==> src/rtl/neureka_descale.sv <==
// neureka_descale: 2-stage elastic descaler (arithmetic shift, optional rounding,
// optional ReLU, saturation to INP_ACC bits). Define NEUREKA_DESCALE_SATCNT_EN to build the saturation counter.
module neureka_descale #(
  parameter int unsigned INP_ACC  = 8,
  parameter int unsigned OUT_ACC  = 16,
  parameter int unsigned N_SHIFTS = 8,
  localparam int unsigned SHW     = (N_SHIFTS > 1) ? $clog2(N_SHIFTS) : 1,
  localparam int unsigned STRB_I  = (OUT_ACC + 7) / 8,
  localparam int unsigned STRB_O  = (INP_ACC + 7) / 8
) (
  input  logic               clk_i,
  input  logic               rst_ni,
  input  logic               test_mode_i,
  input  logic               clear_i,
  input  logic               data_i_valid,
  output logic               data_i_ready,
  input  logic [OUT_ACC-1:0] data_i_data,
  input  logic [STRB_I-1:0]  data_i_strb,
  output logic               data_o_valid,
  input  logic               data_o_ready,
  output logic [INP_ACC-1:0] data_o_data,
  output logic [STRB_O-1:0]  data_o_strb,
  input  logic [SHW-1:0]     ctrl_i_shift_sel,
  input  logic               ctrl_i_round_en,
  input  logic               ctrl_i_relu,
  output logic [15:0]        flags_o_sat_cnt,
  output logic               flags_o_busy
);

  localparam logic signed [OUT_ACC:0] C_SMAX = (OUT_ACC+1)'((2 ** (INP_ACC - 1)) - 1);
  localparam logic signed [OUT_ACC:0] C_SMIN = -C_SMAX - (OUT_ACC+1)'(1);
  localparam logic signed [OUT_ACC:0] C_UMAX = (OUT_ACC+1)'((2 ** INP_ACC) - 1);

  logic                      r_v1, r_v2, r_relu1;
  logic signed [OUT_ACC:0]   r_x1;
  logic [INP_ACC-1:0]        r_q2;
  logic                      w_en1, w_en2, w_accept, w_adv2;
  logic signed [OUT_ACC:0]   w_x, w_rnd, w_sum, w_shifted;
  logic [INP_ACC-1:0]        w_q;
  logic                      w_sat;

  assign w_en2        = !r_v2 || data_o_ready;
  assign w_en1        = !r_v1 || w_en2;
  assign data_i_ready = w_en1 && !clear_i;
  assign w_accept     = data_i_valid && data_i_ready;
  assign w_adv2       = w_en2 && r_v1;

  assign data_o_valid = r_v2;
  assign data_o_data  = r_q2;
  assign data_o_strb  = '1;
  assign flags_o_busy = r_v1 || r_v2;

  // One extra bit of headroom absorbs the rounding carry out of the accumulator range.
  always_comb begin
    w_x = $signed({data_i_data[OUT_ACC-1], data_i_data});
    w_rnd = '0;
    if (ctrl_i_round_en && (ctrl_i_shift_sel != '0))
      w_rnd = $signed((OUT_ACC+1)'(1) << (ctrl_i_shift_sel - SHW'(1)));
    w_sum     = w_x + w_rnd;
    w_shifted = w_sum >>> ctrl_i_shift_sel;
  end

  // Negative values clamped to zero under ReLU are not counted as saturation.
  always_comb begin
    w_q   = r_x1[INP_ACC-1:0];
    w_sat = 1'b0;
    if (r_relu1) begin
      if (r_x1 < 0) begin
        w_q = '0;
      end else if (r_x1 > C_UMAX) begin
        w_q   = '1;
        w_sat = 1'b1;
      end
    end else begin
      if (r_x1 > C_SMAX) begin
        w_q   = C_SMAX[INP_ACC-1:0];
        w_sat = 1'b1;
      end else if (r_x1 < C_SMIN) begin
        w_q   = C_SMIN[INP_ACC-1:0];
        w_sat = 1'b1;
      end
    end
  end

  always_ff @(posedge clk_i) begin
    if (!rst_ni) begin
      r_v1    <= 1'b0;
      r_v2    <= 1'b0;
      r_relu1 <= 1'b0;
      r_x1    <= '0;
      r_q2    <= '0;
    end else if (clear_i) begin
      r_v1 <= 1'b0;
      r_v2 <= 1'b0;
    end else begin
      if (w_en1)
        r_v1 <= w_accept;
      if (w_accept) begin
        r_x1    <= w_shifted;
        r_relu1 <= ctrl_i_relu;
      end
      if (w_en2)
        r_v2 <= r_v1;
      if (w_adv2)
        r_q2 <= w_q;
    end
  end

`ifdef NEUREKA_DESCALE_SATCNT_EN
  logic        r_sat2;
  logic [15:0] r_sat_cnt;
  logic        w_unused;

  assign w_unused        = ^{test_mode_i, data_i_strb};
  assign flags_o_sat_cnt = r_sat_cnt;

  always_ff @(posedge clk_i) begin
    if (!rst_ni) begin
      r_sat2    <= 1'b0;
      r_sat_cnt <= '0;
    end else if (clear_i) begin
      r_sat_cnt <= '0;
    end else begin
      if (w_adv2)
        r_sat2 <= w_sat;
      if (data_o_valid && data_o_ready && r_sat2 && (r_sat_cnt != '1))
        r_sat_cnt <= r_sat_cnt + 16'd1;
    end
  end
`else
  logic w_unused;

  assign w_unused        = ^{test_mode_i, data_i_strb, w_sat};
  assign flags_o_sat_cnt = '0;
`endif

endmodule

==> config.mk <==
export PLATFORM = sky130hd
export DESIGN_NAME = neureka_descale
export DESIGN_NICKNAME = d
export VERILOG_FILES = /design/src/rtl/neureka_descale.sv
export SDC_FILE = /design/constraint.sdc
export NUM_CORES = 1
export LEC_CHECK = 0
export CORE_ASPECT_RATIO = 0.9
export CORE_MARGIN = 1.5
export CORE_UTILIZATION = 56
export CTS_BUF_LIST = sky130_fd_sc_hd__clkbuf_4 sky130_fd_sc_hd__clkbuf_8 sky130_fd_sc_hd__clkbuf_16
export DETAILED_ROUTE_END_ITERATION = 16
export MAX_ROUTING_LAYER = met4
export PLACE_DENSITY_LB_ADDON = 0.05
export SETUP_SLACK_MARGIN = 0.02
export SYNTH_ARGS = -nofsm -noshare
export SYNTH_HDL_FRONTEND = slang
export SYNTH_SLANG_ARGS = --single-unit
export TNS_END_PERCENT = 20
==> constraint.sdc <==
create_clock -name clk_i -period 8.35 [get_ports clk_i]
set_input_delay 1.67 -clock clk_i [delete_from_list [all_inputs] [get_ports clk_i]]
set_output_delay 1.67 -clock clk_i [all_outputs]
set_load 0.02 [all_outputs]
==> metrics.md <==
| Metric | Value |
|---|---|
| Clk network pwr share | `0.281` |
| HP Start | `r_x1[4]$_SDFFE_PN0P_` |
| Overall routing resource usage | `0.281` |
| Layout Utilization | `0.674` |
| PortBufs | `36` |
| Post-CTS Setup Inserts | `0` |
| Period utilization | `0.733` |
| Final-report setup violation count | `0` |
| Clock sink total | `28` |
| Sequential share of power | `0.380` |
| Required time of the worst setup path | `8.53 ns` |
| Delay-heaviest family, CP | `buffers and inverters` |
| Max-Cap Viols | `0` |
| Max Slew Vio Count | `0` |
| Switching Power | `between 100 and 150 uW` |
| First-pass GRT wire length | `between 10 and 15 mm` |
| Yosys Warn Count | `0` |
| Final Hold Viols | `0` |
| Leakage | `roughly 1.2 nW` |
| Core ar. | `0.00458 mm2` |
| H-tree levels | `1` |
| WHS Path Cells | `2` |
| Most common cell after layout, fill and taps aside | `nand2_1` |
| Row count | `23` |
| Net Sw Frac | `0.332` |
| Filler cells | `slightly above 400` |
| Initial DRC Count | `roughly 360` |
| Die Ht | `just under 70 um` |
| Worst setup SP type | `input pin` |
| Post_cts resized | `0` |
| CTS clk-pin slew, worst paths | `roughly 0.10 ns` |
| WHS | `approximately 0.46 ns` |
| Reg-to-reg setup timing slack | `~6 ns` |
| Worst r2r dst | `r_x1[11]$_SDFFE_PN0P_` |
| Quantity of hold-fixing buffers added after cts | `0` |
| Synth cell types | `62` |
| Starting Density | `0.595` |
| Maximum resistive drop on vdd | `about 86 uV` |
| I/O pin cnt | `57` |
| Vias in the first global route | `between 2000 and 3000` |
| Minimum clock period | `6.12 ns` |
| Commonest non-fill, non-tap cells in the layout | `nand2_1 (39), clkdlybuf4s50_1 (36), nor2_1 (34)` |
| Status | `complete, no violations` |
| Reg2Reg Depth | `7` |
| Die Width | `76.5 um` |
| Cells along the critical path | `clkdlybuf4s50_1 > inv_1 > nand2_1 > nor2_1 > ha_1 > fa_1 > a211oi_1 > o21a_1 > nor3_1 > nor4_1 > o211ai_1 > and3_1 > a221o_1` |
| CP Max Fanout | `22` |
| Worst-Skew Late Latency | `around 0.28 ns` |
| # DRC | `0` |
| Die ar. | `0.00529 mm2` |
| Clock buffer depth | `2` |
| Gr ovfl total | `0` |
| Mapped Cells | `375` |
| CTS tree | `done` |
| Fraction of registers with async set/reset | `0` |
| Crit Path Category | `in -> reg` |
| Endpoint of the worst hold path | `data_o_data[4]$_SDFFE_PN0P_` |
| CTS Root Cell | `clkbuf_8` |
| Synth Register Bits | `28` |
| Worst Path Buf+Inv | `2` |
| Pwr dens | `between 100 and 150 mW/mm2` |
| # diodes | `0` |
| Top_reg_cell synth | `dfxtp_1` |
| Arrival time worst endpoint | `6.31 ns` |
| DRT Pass-1 Iters | `5` |
| Power Total | `just under 400 uW` |
| Min-Delay Path Class | `reg -> reg` |
| Max frequency | `approximately 160 MHz` |
| Logic gate share of total power | `0.339` |
| DR WL/cell | `~16 um` |
| Largest net degree at the start of global routing | `25` |
| Crit-path max cell delay | `slightly below 1 ns` |
| Vias | `a little under 3000` |
| Synthesized area | `between 0.002 and 0.003 mm2` |
| Reg2reg start | `data_o_valid$_SDFFE_PP0P_` |
| Setup TNS | `0 ns` |
| Share of cells above drive strength 1 | `0.0533` |
| Sequential share of the synthesized area | `0.206` |
| Post-synth EDFFs | `0` |
| Initial antenna violation count | `0` |
| Syn avg cell area | `about 7.3 um2` |
| Post-layout nets | `roughly 430` |
| Dpl hpwl | `5.42 mm` |
| Critical Path End Type | `register` |
| Clock Skew | `0.00832 ns` |
| Worst rel slew slack | `0.354` |
| Number of vias per cell | `6.48` |
| Routed wire length | `about 7.3 mm` |
| CTS Buf Count | `3` |
| Slew @ Worst Pin | `0.967 ns` |
| CP max-delay cell | `clkdlybuf4s50_1` |
| Syn-to-layout area delta | `13.3%` |
| P_int | `roughly 260 uW` |
| Routed Antenna Nets | `0` |
| RSZ-0062 raised after global routing | `false` |
| Routability cong. | `around 0.9` |
[how the worst max path moves through the flow]
stage,depth (start not counted),startpoint,slack (ns),end
6_report,13,ctrl_i_shift_sel[1],2.23,r_x1[8]$_SDFFE_PN0P_
5_1_grt,13,ctrl_i_shift_sel[1],2.02,r_x1[8]$_SDFFE_PN0P_
4_1_cts,13,ctrl_i_shift_sel[1],2.38,r_x1[8]$_SDFFE_PN0P_
3_5_place_dp,13,ctrl_i_shift_sel[1],2.09,r_x1[8]$_SDFFE_PN0P_
3_3_place_gp,13,ctrl_i_shift_sel[1],2.10,r_x1[8]$_SDFFE_PN0P_
2_1_floorplan,13,ctrl_i_shift_sel[0],3.64,r_x1[4]$_SDFFE_PN0P_
[cells in the mapped netlist, types with 6 or more instances]
master,count,area [um2]
a211oi_1,6,45.0
a21oi_1,31,155
a31oi_1,7,43.8
and3_1,8,50.1
buf_4,17,128
clkbuf_1,19,71.3
dfxtp_1,28,561
ha_1,8,100
inv_1,10,37.5
nand2_1,39,146
nand3_1,18,90.1
nor2_1,34,128
nor3_1,10,50.1
nor4_1,6,37.5
o211ai_1,10,75.1
o21a_1,6,45.0
o21ai_0,28,140
[cell families after synthesis]
family / count (synthesis) / synth area share
muxes: 9 / 0.0566
buffers and inverters: 48 / 0.0924
xor gates and xnor gates: 8 / 0.0257
other: 2 / 0.00276
and+or+nand+nor: 138 / 0.240
adders and majority gates: 9 / 0.0441
AOI/OAI and AO/OA: 133 / 0.332
DFF: 28 / 0.206
[sequential cells by signal, indices dropped and copies added, names as in the netlist]
| name | count |
|---|---|
| r_x1 | 17 |
| data_o_data | 8 |
| data_o_valid | 1 |
| r_relu1 | 1 |
| r_v1 | 1 |
[worst min-delay path, stage by stage (launching register included)]
cell and delay, ns:
dfxtp_1 0.32, nand2_1 0.05, a21oi_1 0.05
[final cells by class]
class | count | area [um2] | share of cell area
clock buffer | 3 | 41.3 | 0.0134
clock inverter | 1 | 30.0 | 0.00974
inverter | 10 | 37.5 | 0.0122
multi-input combinational | 315 | 1970 | 0.639
sequential | 28 | 561 | 0.182
tap | 62 | 77.6 | 0.0252
timing repair buffer | 37 | 368 | 0.119
[power by group through the flow]
stage          sequential [mW]  combinational (mW)  clock [mW]
5_1_grt                  0.148               0.143       0.114
4_1_cts                  0.146               0.128       0.109
2_1_floorplan            0.150              0.0950           0
3_3_place_gp             0.149               0.126           0
3_5_place_dp             0.149               0.127           0
6_report                 0.147               0.131       0.108
[per-stage QoR]
stage          setup WS [ns]  std cells  cell area [um2]
2_1_floorplan           3.64        391             2780
3_3_place_gp            2.10        452             3010
3_5_place_dp            2.09        452             3010
4_1_cts                 2.38        456             3080
5_1_grt                 2.02        456             3080
6_report                2.23        456             3080
[layer usage]
layer,global-route usage,vias to the layer above,share of wire
met5,-,-,0
met4,0.0453,0,0.0060
met3,0.0384,7,0.072
met2,0.430,137,0.45
met1,0.402,1394,0.47
li1,-,1419,-
Power figures use the tool's default switching activity.
